**config.mk**
```make
export PLATFORM = sky130hd
export DESIGN_NAME = writeback_arbiter
export DESIGN_NICKNAME = d
export VERILOG_FILES = /design/src/rtl/writeback_arbiter.sv
export SDC_FILE = /design/constraint.sdc
export NUM_CORES = 1
export LEC_CHECK = 0
export BUFFER_PORTS_ARGS = -buffer_cell sky130_fd_sc_hd__buf_2
export CAP_MARGIN = 25
export CORE_UTILIZATION = 45
export DETAILED_ROUTE_END_ITERATION = 8
export PLACE_DENSITY = 0.88
export SYNTH_ARGS = -nofsm -noshare
export SYNTH_HDL_FRONTEND = slang
export SYNTH_SLANG_ARGS = --single-unit
```
**constraint.sdc**
```tcl
create_clock -name clk -period 1.8 [get_ports clk]
set_input_delay 0.18 -clock clk [delete_from_list [all_inputs] [get_ports clk]]
set_output_delay 0.18 -clock clk [all_outputs]
set_load 0.05 [all_outputs]
```
**src/rtl/writeback_arbiter.sv**
```systemverilog
// Write-back arbiter: shares the single register-file write port between
// the ALU and the load/store unit. LSU wins contention by default; after
// STARVE_LIMIT consecutive lost contentions the ALU is given priority until
// it is served once. The winning write is registered and driven for the
// whole following cycle so the register file can commit on the negedge.
//
// Handshake: a transfer happens in any cycle where valid && ready. A
// requester holds valid/rd/data stable until it sees ready. ready is a
// combinational function of the two valids, reset and the arbiter state
// only; rd and data never feed it.
module writeback_arbiter #(
   parameter int DATA_WIDTH   = 32,
   parameter int ADDR_WIDTH   = 5,
   parameter int STARVE_LIMIT = 4
) (
   input  logic                  clk,
   input  logic                  reset,
   input  logic                  alu_valid,
   input  logic [ADDR_WIDTH-1:0] alu_rd,
   input  logic [DATA_WIDTH-1:0] alu_data,
   output logic                  alu_ready,
   input  logic                  lsu_valid,
   input  logic [ADDR_WIDTH-1:0] lsu_rd,
   input  logic [DATA_WIDTH-1:0] lsu_data,
   output logic                  lsu_ready,
   output logic [ADDR_WIDTH-1:0] rf_address_3,
   output logic [DATA_WIDTH-1:0] rf_write_data,
   output logic                  rf_write_enable,
   output logic                  prio_alu,
   output logic [7:0]            conflict_count
);

   typedef enum logic {
      LSU_FIRST = 1'b0,
      ALU_FIRST = 1'b1
   } state_t;

   // Counter hits the limit on the contention that takes it from LIMIT-1.
   localparam logic [3:0] LAST_LOSS = 4'(STARVE_LIMIT - 1);

   state_t                state_q, state_d;
   logic [3:0]            starve_q, starve_d;
   logic [7:0]            conflict_q, conflict_d;
   logic                  rf_we_q, rf_we_d;
   logic [ADDR_WIDTH-1:0] rf_addr_q, rf_addr_d;
   logic [DATA_WIDTH-1:0] rf_data_q, rf_data_d;
   logic                  both_valid;

   assign both_valid = alu_valid & lsu_valid;

   // Grant: single requester always wins; contention resolved by state.
   always_comb begin
      alu_ready = 1'b0;
      lsu_ready = 1'b0;
      if (!reset) begin
         if (both_valid) begin
            if (state_q == ALU_FIRST) alu_ready = 1'b1;
            else                      lsu_ready = 1'b1;
         end else begin
            alu_ready = alu_valid;
            lsu_ready = lsu_valid;
         end
      end
   end

   // Priority FSM and starvation counter next-state.
   always_comb begin
      state_d  = state_q;
      starve_d = starve_q;
      case (state_q)
         LSU_FIRST: begin
            if (alu_ready) begin
               starve_d = 4'd0;
            end else if (lsu_ready && alu_valid) begin
               if (starve_q == LAST_LOSS) begin
                  state_d  = ALU_FIRST;
                  starve_d = 4'd0;
               end else begin
                  starve_d = starve_q + 4'd1;
               end
            end
         end
         ALU_FIRST: begin
            if (alu_ready) begin
               state_d  = LSU_FIRST;
               starve_d = 4'd0;
            end
         end
         default: begin
            state_d  = LSU_FIRST;
            starve_d = 4'd0;
         end
      endcase
   end

   // Saturating contention counter.
   always_comb begin
      conflict_d = conflict_q;
      if (both_valid && (conflict_q != 8'hFF)) conflict_d = conflict_q + 8'd1;
   end

   // Output write register: winner's rd/data; writes to x0 are suppressed.
   always_comb begin
      rf_we_d   = 1'b0;
      rf_addr_d = rf_addr_q;
      rf_data_d = rf_data_q;
      if (lsu_ready) begin
         rf_we_d   = (lsu_rd != '0);
         rf_addr_d = lsu_rd;
         rf_data_d = lsu_data;
      end else if (alu_ready) begin
         rf_we_d   = (alu_rd != '0);
         rf_addr_d = alu_rd;
         rf_data_d = alu_data;
      end
   end

   // State registers with synchronous reset.
   always_ff @(posedge clk) begin
      if (reset) begin
         state_q    <= LSU_FIRST;
         starve_q   <= 4'd0;
         conflict_q <= 8'd0;
         rf_we_q    <= 1'b0;
         rf_addr_q  <= '0;
         rf_data_q  <= '0;
      end else begin
         state_q    <= state_d;
         starve_q   <= starve_d;
         conflict_q <= conflict_d;
         rf_we_q    <= rf_we_d;
         rf_addr_q  <= rf_addr_d;
         rf_data_q  <= rf_data_d;
      end
   end

   assign rf_write_enable = rf_we_q;
   assign rf_address_3    = rf_addr_q;
   assign rf_write_data   = rf_data_q;
   assign prio_alu        = (state_q == ALU_FIRST);
   assign conflict_count  = conflict_q;

endmodule

```
* Word-level counts from Yosys, hierarchy flattened
Index checks and enable logic that the tools add are counted.
** Cells by class
- $add $sub $neg :: 2
- Equality and inequality tests :: 4
- Mux-type cells :: 22
- Bitwise logic cells :: 2
- Reductions and logical operators :: 6
** Operator list (count)
- 32-bit 2-to-1 mux :: 2
- 4-bit 2-to-1 mux :: 4
- 1-bit 2-to-1 mux :: 12
- 5-bit 2-to-1 mux :: 2
- 5-bit nonzero test :: 2
- 8-bit by 1-bit adder with 8-bit output (second input constant) :: 1
- 8-bit inequality test (second input constant) :: 1
- 4-bit case mux with 2 select lines :: 1
- 4-bit by 1-bit adder with 4-bit output (second input constant) :: 1
- 4-bit by 2-bit == test with 1-bit output (second input constant) :: 1
- 3-bit inequality test (second input constant) :: 1
- 1-bit logical AND :: 2
- 2-bit inequality test (second input constant) :: 1
- 1-bit case mux with 2 select lines :: 1
- 2-bit AND reduction :: 1
- 2-bit nonzero test :: 1
- 1-bit bitwise AND :: 1
- 1-bit NOT :: 1
** Storage, ports and cells
- Flip-flop bits (word level) :: 51
- Input bits :: 78
- Output and inout bits :: 49
- Word-level logic and storage cells :: 42

* Longest topological paths before layout
Gate-level depths: netlist of run 1.
- Word-level depth :: 7
- Gate-level depth with buffers :: 6
- Gate-level depth less buffers :: 4

* Least setup slack after synthesis of run 1
OpenSTA, ideal clock, no wires.
- Path kind :: flip-flop to flip-flop
- From :: register state_q (netlist: prio_alu)
- To :: register rf_we_q (netlist: rf_write_enable)
- Setup time :: 0.065 ns
- Arrival :: 2.166 ns
- Required time :: 1.735 ns
- Setup slack :: -0.431 ns
- Stages on the path, launching flop included :: 4
- Buffers on the path :: 0
- Period minus slack after synthesis :: 2.231 ns
- Path through :: dfxtp_1 nor2b_1 nor3_1 a22o_1
** On the way
- Longest elaborated chain between the ends :: 5
- Elaborated cells on any way between the ends :: 8
- Those cells by class :: 8 x mux
** RTL lines
- start, declared :: RTL line 41 : state_t state_q, state_d;
- start signal, assigned :: RTL line 128 : state_q <= state_d;
- 1-bit 2-to-1 mux :: RTL line 57 : if (state_q == ALU_FIRST) alu_ready = 1'b1;
- 1-bit 2-to-1 mux :: RTL line 56 : if (both_valid) begin
- 1-bit 2-to-1 mux :: RTL line 55 : if (!reset) begin
- via alu_ready :: RTL line 21 : output logic alu_ready,
- 1-bit 2-to-1 mux :: RTL line 111 : end else if (alu_ready) begin
- 1-bit 2-to-1 mux :: RTL line 107 : if (lsu_ready) begin
- end signal, assigned :: RTL line 131 : rf_we_q <= rf_we_d;
- end, declared :: RTL line 44 : logic rf_we_q, rf_we_d;
The timed path passes the listed nets, and every way through them passes these cells.
A chain may end at the register's enable or synchronous reset.

* Worst setup path after layout of run 1
- From :: register state_q (netlist: prio_alu)
- To :: output lsu_ready
** On the way
- Longest elaborated chain between the ends :: 3
** RTL lines
- 1-bit 2-to-1 mux :: RTL line 57
- 1-bit 2-to-1 mux :: RTL line 56
- 1-bit 2-to-1 mux :: RTL line 55
- end, declared :: RTL line 25 : output logic lsu_ready,
Every way passes these cells.

==> impl_results.md, run 1 <==
- Hold/Removal Path Class: input pin to flip-flop
- Crit path max fanout: 38
- Max Cap Viol: 0
- CP max stage cell: dfxtp_1
- Post-CTS Setup Repair Bufs: 0
- Slew Limit Fails: 0
- PwrDens: roughly 800 nW/um^2
- Placement Setup Slack: approximately 0.18 ns
- Core Region: slightly below 6000 sq um
- Min cycle time layout: approximately 1.7 ns
- Worst-path cell chain: and2_4 > nor2_2 > buf_2
- Mean area per synthesized cell: approximately 9 sq um
- Overall Global Routing Usage: between 20 and 25%
- Iteration-0 DRC Markers: 77
- Drt drc: 0
- Arrival time at the worst endpoint: 1.51 ns
- Seq/Total Area, Yosys: a little under two fifths
- Capturing point of the worst reg2reg path: conflict_count[0]$_SDFFE_PP0P_
- Total negative slack: 0 ns
- Synth top cells by count: dfxtp_1 (51), nor2_1 (45), or3b_1 (37), o21ai_0 (26), a311oi_1 (21)
- Initial antenna violation count: 0
- Final worst slack: between 0.1 and 0.15 ns
- Post-synthesis instance area: 2770 sq um
- Status: completed
- Cells after synthesis: a little over 300
- Root Driver: clkbuf_8
- Worst rel slew slack: 74.5%
- Worst Clk Skew: roughly 0.0058 ns
- Hold Worst Slack: about 0.16 ns
- Asr flop ratio synth: 0%
- Synth Flop Type: dfxtp_1
- Total Power: approximately 2800 uW
- Routed WL: 6970 um
- Count of final setup violators: 0
- Final Non-Filler Cells: 488
- CTS tree: built
- FMAX: roughly 0.59 GHz
- Fin nets: 492
- Top cells by area, synth: dfxtp_1 (37%), or3b_1 (12%), a311oi_2 (9.2%), a311oi_1 (6.6%), nor2_1 (6.1%)
- YS warnings: 0
- Peak supply drop: between 0.3 and 0.4 mV
- Worst Hold End: rf_write_data[4]$_SDFFE_PP0P_
- Final ANT Viol Nets: 0
- Library cells used by synthesis: 41
- Critical path startpoint category: flip-flop
- Top cell type's share of synthesized area: 36.9%
- CTS H-tree depth: 2
- R2r setup slk: approximately 0.20 ns
- Routed len/inst: 14.3 um
- Fin. Hold Viols: 0
- Drt via density: between 5 and 6
- Port Buffers: between 100 and 150
- CTS Buf Count: 5
- Std-Cell Rows: 28
- WS Path Type: flip-flop to output pin
- TritonCTS Sinks: a little over 50
- First-pass GRT wire length: 11100 um
- Hold path depth: 3
- Die H: 80.4 um
- Final period util: 94.0%
- HPWL after DPL: about 4800 um
- Crit end category: output pin
- Die Area: 6470 sq um
- Horiz. Die Dim: roughly 80 um
- Synth area leader: dfxtp_1
- RSZ-0062 raised after global routing: true
- Share of layout cells above drive strength 1: between 30% and 40%
- Final estimated routing congestion in global placement: 0.880
- Clk Latency, worst-skew pair: 0.30 ns
- Most numerous cell in the Yosys netlist: dfxtp_1
- Reg2reg path depth: 4
- Worst Path Required: roughly 1.6 ns
- DRT Pass-1 Iters: 5
- Worst min-delay path startpoint: alu_data[4]
- Vias in the first global route: between 2000 and 3000
- Antenna Cells: 0
- Max stage delay on crit path: ~0.49 ns
- Leakage power: between 0.0015 and 0.002 uW
- Worst-Margin Slew: between 0.3 and 0.4 ns
- Crit Reg-Reg Startpoint: conflict_count[0]$_SDFFE_PP0P_
- Placed Cells: 479
- Number of synthesized flops with an enable pin: 0
- Largest net degree at the start of global routing: 41
- Starting utilization of the core area: between 40% and 50%
- Via count: about 2800
- Seq cells post-synth: 51
- Total gr overflow: 0
- Syn_nets: roughly 390
- Clock Path Buffers: 2
- Boundary pin count: about 130
- Area grow syn2layout: 27.3%
- Clock-pin slew on the worst setup and hold paths: ~0.09 ns
## kinds of logic after synthesis
group	after synthesis	synth area share, %
AOI/OAI and AO/OA	94	27.3
adders and majority gates	2	0.904
buffers and inverters	37	7.50
DFF	51	36.9
muxes	3	1.17
and+or+nand+nor	118	26.3
## power by group
part           internal (uW)  total, uW  switching (uW)
clock                    450        828             377
sequential              1200       1240            36.5
combinational            238        708             471
total                   1890       2770             885
## critical path: cells and delay by family (launching register included)
kind,cells,cell delay [ns]
flip-flops,1,0.49
AND/OR/NAND/NOR,2,0.50
buffers and inverters,1,0.22
## layout make-up
class | instances | area (sq um)
clock buffer | 6 | 82.6
timing repair buffer | 132 | 713
sequential | 51 | 1020
inverter | 4 | 15.0
tap | 75 | 93.8
clock inverter | 2 | 35.0
fill | 545 | 2390
multi-input combinational | 218 | 1560
## through the flow
stage                     instance area, sq um  utilization, %
after floorplan                           2780               -
after global placement                    3400            57.4
after detailed placement                  3400            57.4
after CTS                                 3520            59.5
after global routing                      3530            59.6
final                                     3530            59.6
## sequential cells by signal (all words and copies together) (netlist names)
signal,flops
conflict_count,8
prio_alu,1
rf_address_3,5
rf_write_data,32
rf_write_enable,1
starve_q,4
## cell usage in the layout (no fill, tap or decap), drive strengths merged, types with 3 or more instances in the layout
cell / netlist / layout
nand3: 3 / 3
or3b: 37 / 37
inv: 4 / 4
clkbuf: 17 / 6
buf: 16 / 132
nand2: 6 / 6
dfxtp: 51 / 51
nor3: 5 / 5
o21ai: 39 / 39
nor3b: 3 / 3
nor2b: 3 / 3
a21oi: 7 / 7
and4: 3 / 3
nor2: 45 / 45
nand2b: 4 / 4
a311oi: 38 / 38
## worst max path at each step
stage	end	from	slack, ns
CTS	lsu_ready	prio_alu$_SDFF_PP0_	0.09
floorplan	rf_write_enable$_SDFF_PP0_	prio_alu$_SDFF_PP0_	0.01
finish	lsu_ready	prio_alu$_SDFF_PP0_	0.11
detailed placement	rf_write_data[15]$_SDFFE_PP0P_	prio_alu$_SDFF_PP0_	0.18
global route	lsu_ready	prio_alu$_SDFF_PP0_	-0.002
global placement	rf_write_data[13]$_SDFFE_PP0P_	prio_alu$_SDFF_PP0_	0.30
## per-layer routing
layer / wire (um) / GRT usage [%] / part of all wire (%) / vias up
li1: - / - / - / 1360
met5: 0 / 0 / 0 / -
met3: 453 / 3.98 / 6.5 / 14
met1: 2980 / 25.8 / 43 / 1283
met4: 100 / 6.79 / 1.4 / 0
met2: 3440 / 38.8 / 49 / 124
## repair_timing
item	CTS	global route
cloned	1	0
endpoints found under the setup margin	1	2
hold buffers	0	0
pin swaps	1	0
resized for setup	0	1
No activity file was read; power rests on OpenSTA's default activity.
==> inputs of run 2 (changes only) <==
Settings changed: CTS_BUF_LIST set to sky130_fd_sc_hd__clkbuf_2, CTS_CLUSTER_SIZE set to 8.
==> impl_results.md, run 2 (synthesized netlist as in run 1, its figures left out) <==
- RSZ-0062 raised after global routing: false (was true)
- Fin. Hold Viols: 0 (unchanged)
- Max Cap Viol: 0 (unchanged)
- PwrDens: 712 nW/um^2 (was 786 nW/um^2)
- Final Non-Filler Cells: 503 (was 488)
- Routed len/inst: 14.9 um (was 14.3 um)
- Post-CTS Setup Repair Bufs: 0 (unchanged)
- Die Area: 6470 sq um (unchanged)
- Boundary pin count: 127 (unchanged)
- Dpl cell area: 3400 sq um (unchanged)
- Commonest non-fill, non-tap cell in the layout: buf_2 (unchanged)
- Overall Global Routing Usage: 23.0% (was 21.6%)
- Status: completed (unchanged)
- Placement Setup Slack: 0.182 ns (unchanged)
- Starting utilization of the core area: 46.8% (unchanged)
- Worst-Margin Slew: 0.428 ns (was 0.373 ns)
- Core Region: 5920 sq um (unchanged)
- CTS tree: built (unchanged)
- Drt via density: 5.68 (was 5.70)
- Largest net degree at the start of global routing: 41 (unchanged)
- Cell family with most CP delay: flip-flops (was simple AND/OR/NAND/NOR gates)
- Total negative slack: 0 ns (unchanged)
- Slew Limit Fails: 0 (unchanged)
- Worst-path cell chain: and2_4 > nor2_2 > buf_2 (unchanged)
- Share of layout cells above drive strength 1: 38.8% (was 40.0%)
- Horiz. Die Dim: 80.4 um (unchanged)
- Crit path max fanout: 19 (was 38)
- Area grow syn2layout: 30.8% (was 27.3%)
- Peak supply drop: 0.355 mV (was 0.343 mV)
- Crit end category: output pin (unchanged)
- Drt drc: 0 (unchanged)
- Std-Cell Rows: 28 (unchanged)
- Fin nets: 507 (was 492)
- Leakage power: 0.00154 uW (was 0.00150 uW)
- TritonCTS Sinks: 51 (unchanged)
- Max FFs per register: 32 (unchanged)
- CTS Buf Count: 5 (unchanged)
- Final ANT Viol Nets: 0 (unchanged)
- Final worst slack: 0.0989 ns (was 0.109 ns)
- # fillers: 526 (was 545)
- Hold/Removal Path Class: input pin to flip-flop (unchanged)
- Total gr overflow: 0 (unchanged)
- Final period util: 94.5% (was 94.0%)
- DRT Pass-1 Iters: 4 (was 5)
- Initial antenna violation count: 0 (unchanged)
- CTS H-tree depth: 2 (unchanged)
- Routed WL: 7510 um (was 6970 um)
- Clock-pin slew on the worst setup and hold paths: 0.27 ns (was 0.09 ns)
- Port Buffers: 126 (unchanged)
- FMAX: 0.588 GHz (was 0.591 GHz)
- HPWL after DPL: 4790 um (unchanged)
- Crit path buf inv count: 1 (unchanged)
- Critical path startpoint category: flip-flop (unchanged)
- Clock Path Buffers: 2 (unchanged)
- WS Path Type: flip-flop to output pin (unchanged)
- Finished layout cell area: 3620 sq um (was 3530 sq um)
- Clk Latency, worst-skew pair: 0.44 ns (was 0.30 ns)
- Via count: 2857 (was 2781)
- CP max stage cell: dfxtp_2 (was dfxtp_1)
- Max stage delay on crit path: 0.44 ns (was 0.49 ns)
- Die H: 80.4 um (unchanged)
- Worst rel slew slack: 71.5% (was 74.5%)
- Worst Path Required: 1.62 ns (about the same)
- Count of final setup violators: 0 (unchanged)
- Arrival time at the worst endpoint: 1.52 ns (was 1.51 ns)
- Final estimated routing congestion in global placement: 0.880 (unchanged)
- Commonest non-fill, non-tap cells in the layout: buf_2 (126), dfxtp_1 (48), nor2_1 (44), or3b_1 (37), o21ai_0 (26) (was buf_2 (126), dfxtp_1 (49), nor2_1 (44), or3b_1 (37), o21ai_0 (26))
- Min cycle time layout: 1.70 ns (was 1.69 ns)
- Vias in the first global route: 2654 (was 2507)
- Iteration-0 DRC Markers: 77 (unchanged)
- Worst Clk Skew: 0.0202 ns (was 0.00584 ns)
- First-pass GRT wire length: 11800 um (was 11100 um)
- Antenna Cells: 0 (unchanged)
- Placed Cells: 479 (unchanged)
- Root Driver: clkbuf_2 (was clkbuf_8)
==> run 2: cell count changes in the layout (fill, tap and decap cells not counted) <==
cell / change
dfxtp_2: +1
clkbuf_2: +5
dlygate4sd3_1: +14
and2_2: +1
dfxtp_1: -1
clkinv_1: +1
clkbuf_8: -6
==> run 2: final cells by class <==
cell class,instances,area [sq um],area share [%]
clock inverters,3,38.8,1.07
flip-flops and latches,51,1020,28.3
well taps,75,93.8,2.59
multi-input cells,219,1570,43.4
repair buffers,146,853,23.6
inverters,4,15.0,0.415
clock buffers,5,25.0,0.691
==> run 2: repair_timing <==
| action | CTS | global route |
|---|---|---|
| pin swaps | 1 | 0 |
| setup endpoints to repair | 1 | 1 |
| resized for setup | 1 | 1 |
| hold buffers | 14 | 0 |
| hold endpoints to repair | 14 | 0 |
| gates cloned | 2 | 0 |
==> run 2: metrics by stage <==
step | hold slack [ns] | utilization, % | power, uW
after floorplan | 0.362 | - | 1770
after global placement | 0.468 | 57.4 | 1950
after detailed placement | 0.477 | 57.4 | 1970
after CTS | 0.00111 | 61.1 | 2590
after global routing | 0.00408 | 61.2 | 2680
final | 0.0159 | 61.2 | 2580
==> run 2: layer usage <==
| layer | up-vias | track usage [%] | part of all wire [%] | wire (um) |
|---|---|---|---|---|
| li1 | 1398 | - | - | - |
| met1 | 1334 | 27.3 | 43 | 3220 |
| met2 | 110 | 41.9 | 50 | 3750 |
| met3 | 15 | 3.86 | 5.5 | 414 |
| met4 | 0 | 6.96 | 1.7 | 129 |
| met5 | - | 0 | 0 | 0 |
==> run 2: power by group <==
part           internal [uW]  leakage (uW)  switching (uW)  total, uW
sequential              1200      0.000422            36.9       1240
combinational            257       0.00108             477        734
clock                    228     0.0000404             374        603
total                   1690       0.00154             888       2580
==> run 2: worst paths after layout <==
path / startpoint / endpoint / slack (ns) / cells past startpoint
worst max-delay path: prio_alu$_SDFF_PP0_ / lsu_ready / 0.1 / 3
worst min-delay path: alu_data[6] / rf_write_data[6]$_SDFFE_PP0P_ / 0.02 / 3
worst min register to register: rf_write_data[12]$_SDFFE_PP0P_ / rf_write_data[12]$_SDFFE_PP0P_ / 0.51 / 2
worst max register to register: conflict_count[0]$_SDFFE_PP0P_ / conflict_count[0]$_SDFFE_PP0P_ / 0.19 / 4
==> run 2: worst register-to-register path, cell delays in order (launching register included) <==
cell and delay (ns):
dfxtp_2 0.41, ha_1 0.23, and4_1 0.27, a21oi_1 0.27
mux2_1 0.35
==> inputs of run 3 (changes only) <==
Settings changed: CORE_MARGIN set to 2, REMOVE_ABC_BUFFERS set to 1.
==> impl_results.md, run 3 (synthesized netlist as in run 1, its figures left out) <==
- Worst Clk Skew: 0.00529 ns (was 0.0202 ns)
- Total Power: 2390 uW (was 2580 uW)
- Hold path depth: 3 (unchanged)
- Routed len/inst: 15.2 um (was 14.9 um)
- FMAX: 0.584 GHz (was 0.588 GHz)
- Iteration-0 DRC Markers: 134 (was 77)
- Die H: 82.4 um (was 80.4 um)
- Share of layout cells above drive strength 1: 38.0% (was 38.8%)
- Drt drc: 0 (unchanged)
- Std-Cell Rows: 28 (unchanged)
- Root Driver: clkbuf_2 (unchanged)
- Boundary pin count: 127 (unchanged)
- Count of final setup violators: 0 (unchanged)
- Clock-pin slew on the worst setup and hold paths: 0.23 ns (was 0.27 ns)
- Clk Latency, worst-skew pair: 0.40 ns (was 0.44 ns)
- Starting utilization of the core area: 46.8% (unchanged)
- Die Area: 6800 sq um (was 6470 sq um)
- Crit path max fanout: 19 (unchanged)
- Port Buffers: 126 (unchanged)
- Via count: 2834 (was 2857)
- # fillers: 541 (was 526)
- Routed WL: 7590 um (was 7510 um)
- R2r setup slk: 0.13 ns (was 0.19 ns)
- Commonest non-fill, non-tap cells in the layout: buf_2 (125), dfxtp_1 (50), nor2_1 (45), or3b_1 (37), o21ai_0 (26) (was buf_2 (126), dfxtp_1 (48), nor2_1 (44), or3b_1 (37), o21ai_0 (26))
- Clock Path Buffers: 2 (unchanged)
- WS Path Type: flip-flop to output pin (unchanged)
- Leakage power: 0.00151 uW (was 0.00154 uW)
- Commonest non-fill, non-tap cell in the layout: buf_2 (unchanged)
- Area grow syn2layout: 28.3% (was 30.8%)
- Drt via density: 5.68 (about the same)
- Final period util: 95.1% (was 94.5%)
- TritonCTS Sinks: 51 (unchanged)
- Vias in the first global route: 2672 (was 2654)
- Finished layout cell area: 3550 sq um (was 3620 sq um)
- Total gr overflow: 0 (unchanged)
- Crit Reg-Reg Startpoint: conflict_count[0]$_SDFFE_PP0P_ (unchanged)
- Final estimated routing congestion in global placement: 0.828 (was 0.880)
- CTS H-tree depth: 2 (unchanged)
- Capturing point of the worst reg2reg path: conflict_count[3]$_SDFFE_PP0P_ (was conflict_count[0]$_SDFFE_PP0P_)
- Worst Hold End: rf_write_data[13]$_SDFFE_PP0P_ (was rf_write_data[6]$_SDFFE_PP0P_)
- Critical path startpoint category: flip-flop (unchanged)
- Hold/Removal Path Class: input pin to flip-flop (unchanged)
- Horiz. Die Dim: 82.4 um (was 80.4 um)
- Final ANT Viol Nets: 0 (unchanged)
- HPWL after DPL: 4810 um (was 4790 um)
- DRT Pass-1 Iters: 4 (unchanged)
- RSZ-0062 raised after global routing: false (unchanged)
- Reg2reg path depth: 4 (unchanged)
- Max Cap Viol: 0 (unchanged)
- Fin nets: 505 (was 507)
- CTS Buf Count: 5 (unchanged)
- Crit end category: output pin (unchanged)
- CTS tree: built (unchanged)
- Total negative slack: 0 ns (unchanged)
- Dpl cell area: 3370 sq um (was 3400 sq um)
- Fin. Hold Viols: 0 (unchanged)
- Worst-Margin Slew: 0.623 ns (was 0.428 ns)
- Initial antenna violation count: 0 (unchanged)
- Peak supply drop: 0.419 mV (was 0.355 mV)
- Slew Limit Fails: 0 (unchanged)
- Post-layout util: 60.0% (was 61.2%)
- Arrival time at the worst endpoint: 1.53 ns (was 1.52 ns)
- Seq. cell area: 1020 sq um (about the same)
- Min cycle time layout: 1.71 ns (was 1.70 ns)
- Area of the multi-input gates: 1570 sq um (about the same)
- Worst Path Required: 1.62 ns (about the same)
- Largest net degree at the start of global routing: 50 (was 41)
- Max FFs per register: 32 (unchanged)
- Antenna Cells: 0 (unchanged)
- First-pass GRT wire length: 11900 um (was 11800 um)
- PwrDens: 672 nW/um^2 (was 712 nW/um^2)
- Post-CTS Setup Repair Bufs: 0 (unchanged)
- Worst min-delay path startpoint: alu_data[13] (was alu_data[6])
- Status: completed (unchanged)
- Core Region: 5920 sq um (unchanged)
- Worst rel slew slack: 58.5% (was 71.5%)
- Overall Global Routing Usage: 22.3% (was 23.0%)
[run 3: changes by cell type in the layout (fill, tap and decap cells not counted), sizes merged]
| cell | delta |
|---|---|
| clkinv | -2 |
| bufinv | -1 |
| clkbuf | +2 |
| dlygate4sd3 | -1 |
| buf | -2 |
[run 3: cell type report]
type	count	area share [%]
clock buffers	6	0.845
inverters	4	0.423
multi-input cells	219	44.1
flip-flops and latches	51	28.8
well taps	75	2.64
repair buffers	144	23.2
[run 3: worst max-delay path, stage by stage, from the launching register on]
cell	delay (ns)
dfxtp_2	0.42
and2_4	0.25
nor2_1	0.17
buf_2	0.29
[run 3: report_power, final]
| part | leakage [uW] | internal [uW] | total [uW] | switching [uW] |
|---|---|---|---|---|
| clock | 0.0000249 | 87.7 | 419 | 331 |
| combinational | 0.00107 | 252 | 727 | 475 |
| sequential | 0.000421 | 1200 | 1240 | 38.1 |
[run 3: metal layers]
layer | routed length (um) | GRT usage, % | vias up | share of wire, %
met2 | 3920 | 41.1 | 125 | 52
met4 | 50 | 7.17 | 0 | 0.66
li1 | - | - | 1386 | -
met5 | 0 | 0 | - | 0
met1 | 3170 | 26.0 | 1317 | 42
met3 | 446 | 3.80 | 6 | 5.9
[run 3: what timing repair did]
item | in CTS | in global routing
cloned | 2 | 0
resized for setup | 1 | 2
endpoints found under the hold margin | 12 | 1
hold buffers | 12 | 1
pin swaps | 1 | 0
setup endpoints to repair | 1 | 1
[run 3: worst max-delay path by stage]
stage / slack (ns) / start / end / cells past startpoint
3_5_place_dp: 0.11 / prio_alu$_SDFF_PP0_ / rf_write_data[25]$_SDFFE_PP0P_ / 3
4_1_cts: 0.05 / prio_alu$_SDFF_PP0_ / alu_ready / 3
6_report: 0.09 / prio_alu$_SDFF_PP0_ / lsu_ready / 3
2_1_floorplan: -0.43 / prio_alu$_SDFF_PP0_ / rf_write_enable$_SDFF_PP0_ / 3
5_1_grt: 0.009 / prio_alu$_SDFF_PP0_ / lsu_ready / 3
3_3_place_gp: 0.27 / prio_alu$_SDFF_PP0_ / lsu_ready / 3
[run 3: per-stage QoR]
| step | cells | hold slack, ns | setup WS, ns |
|---|---|---|---|
| 2_1_floorplan | 272 | 0.248 | -0.431 |
| 6_report | 499 | 0.0359 | 0.0887 |
| 4_1_cts | 498 | 0.00355 | 0.0530 |
| 3_5_place_dp | 478 | 0.474 | 0.114 |
| 3_3_place_gp | 478 | 0.467 | 0.274 |
| 5_1_grt | 499 | 0.00620 | 0.00856 |
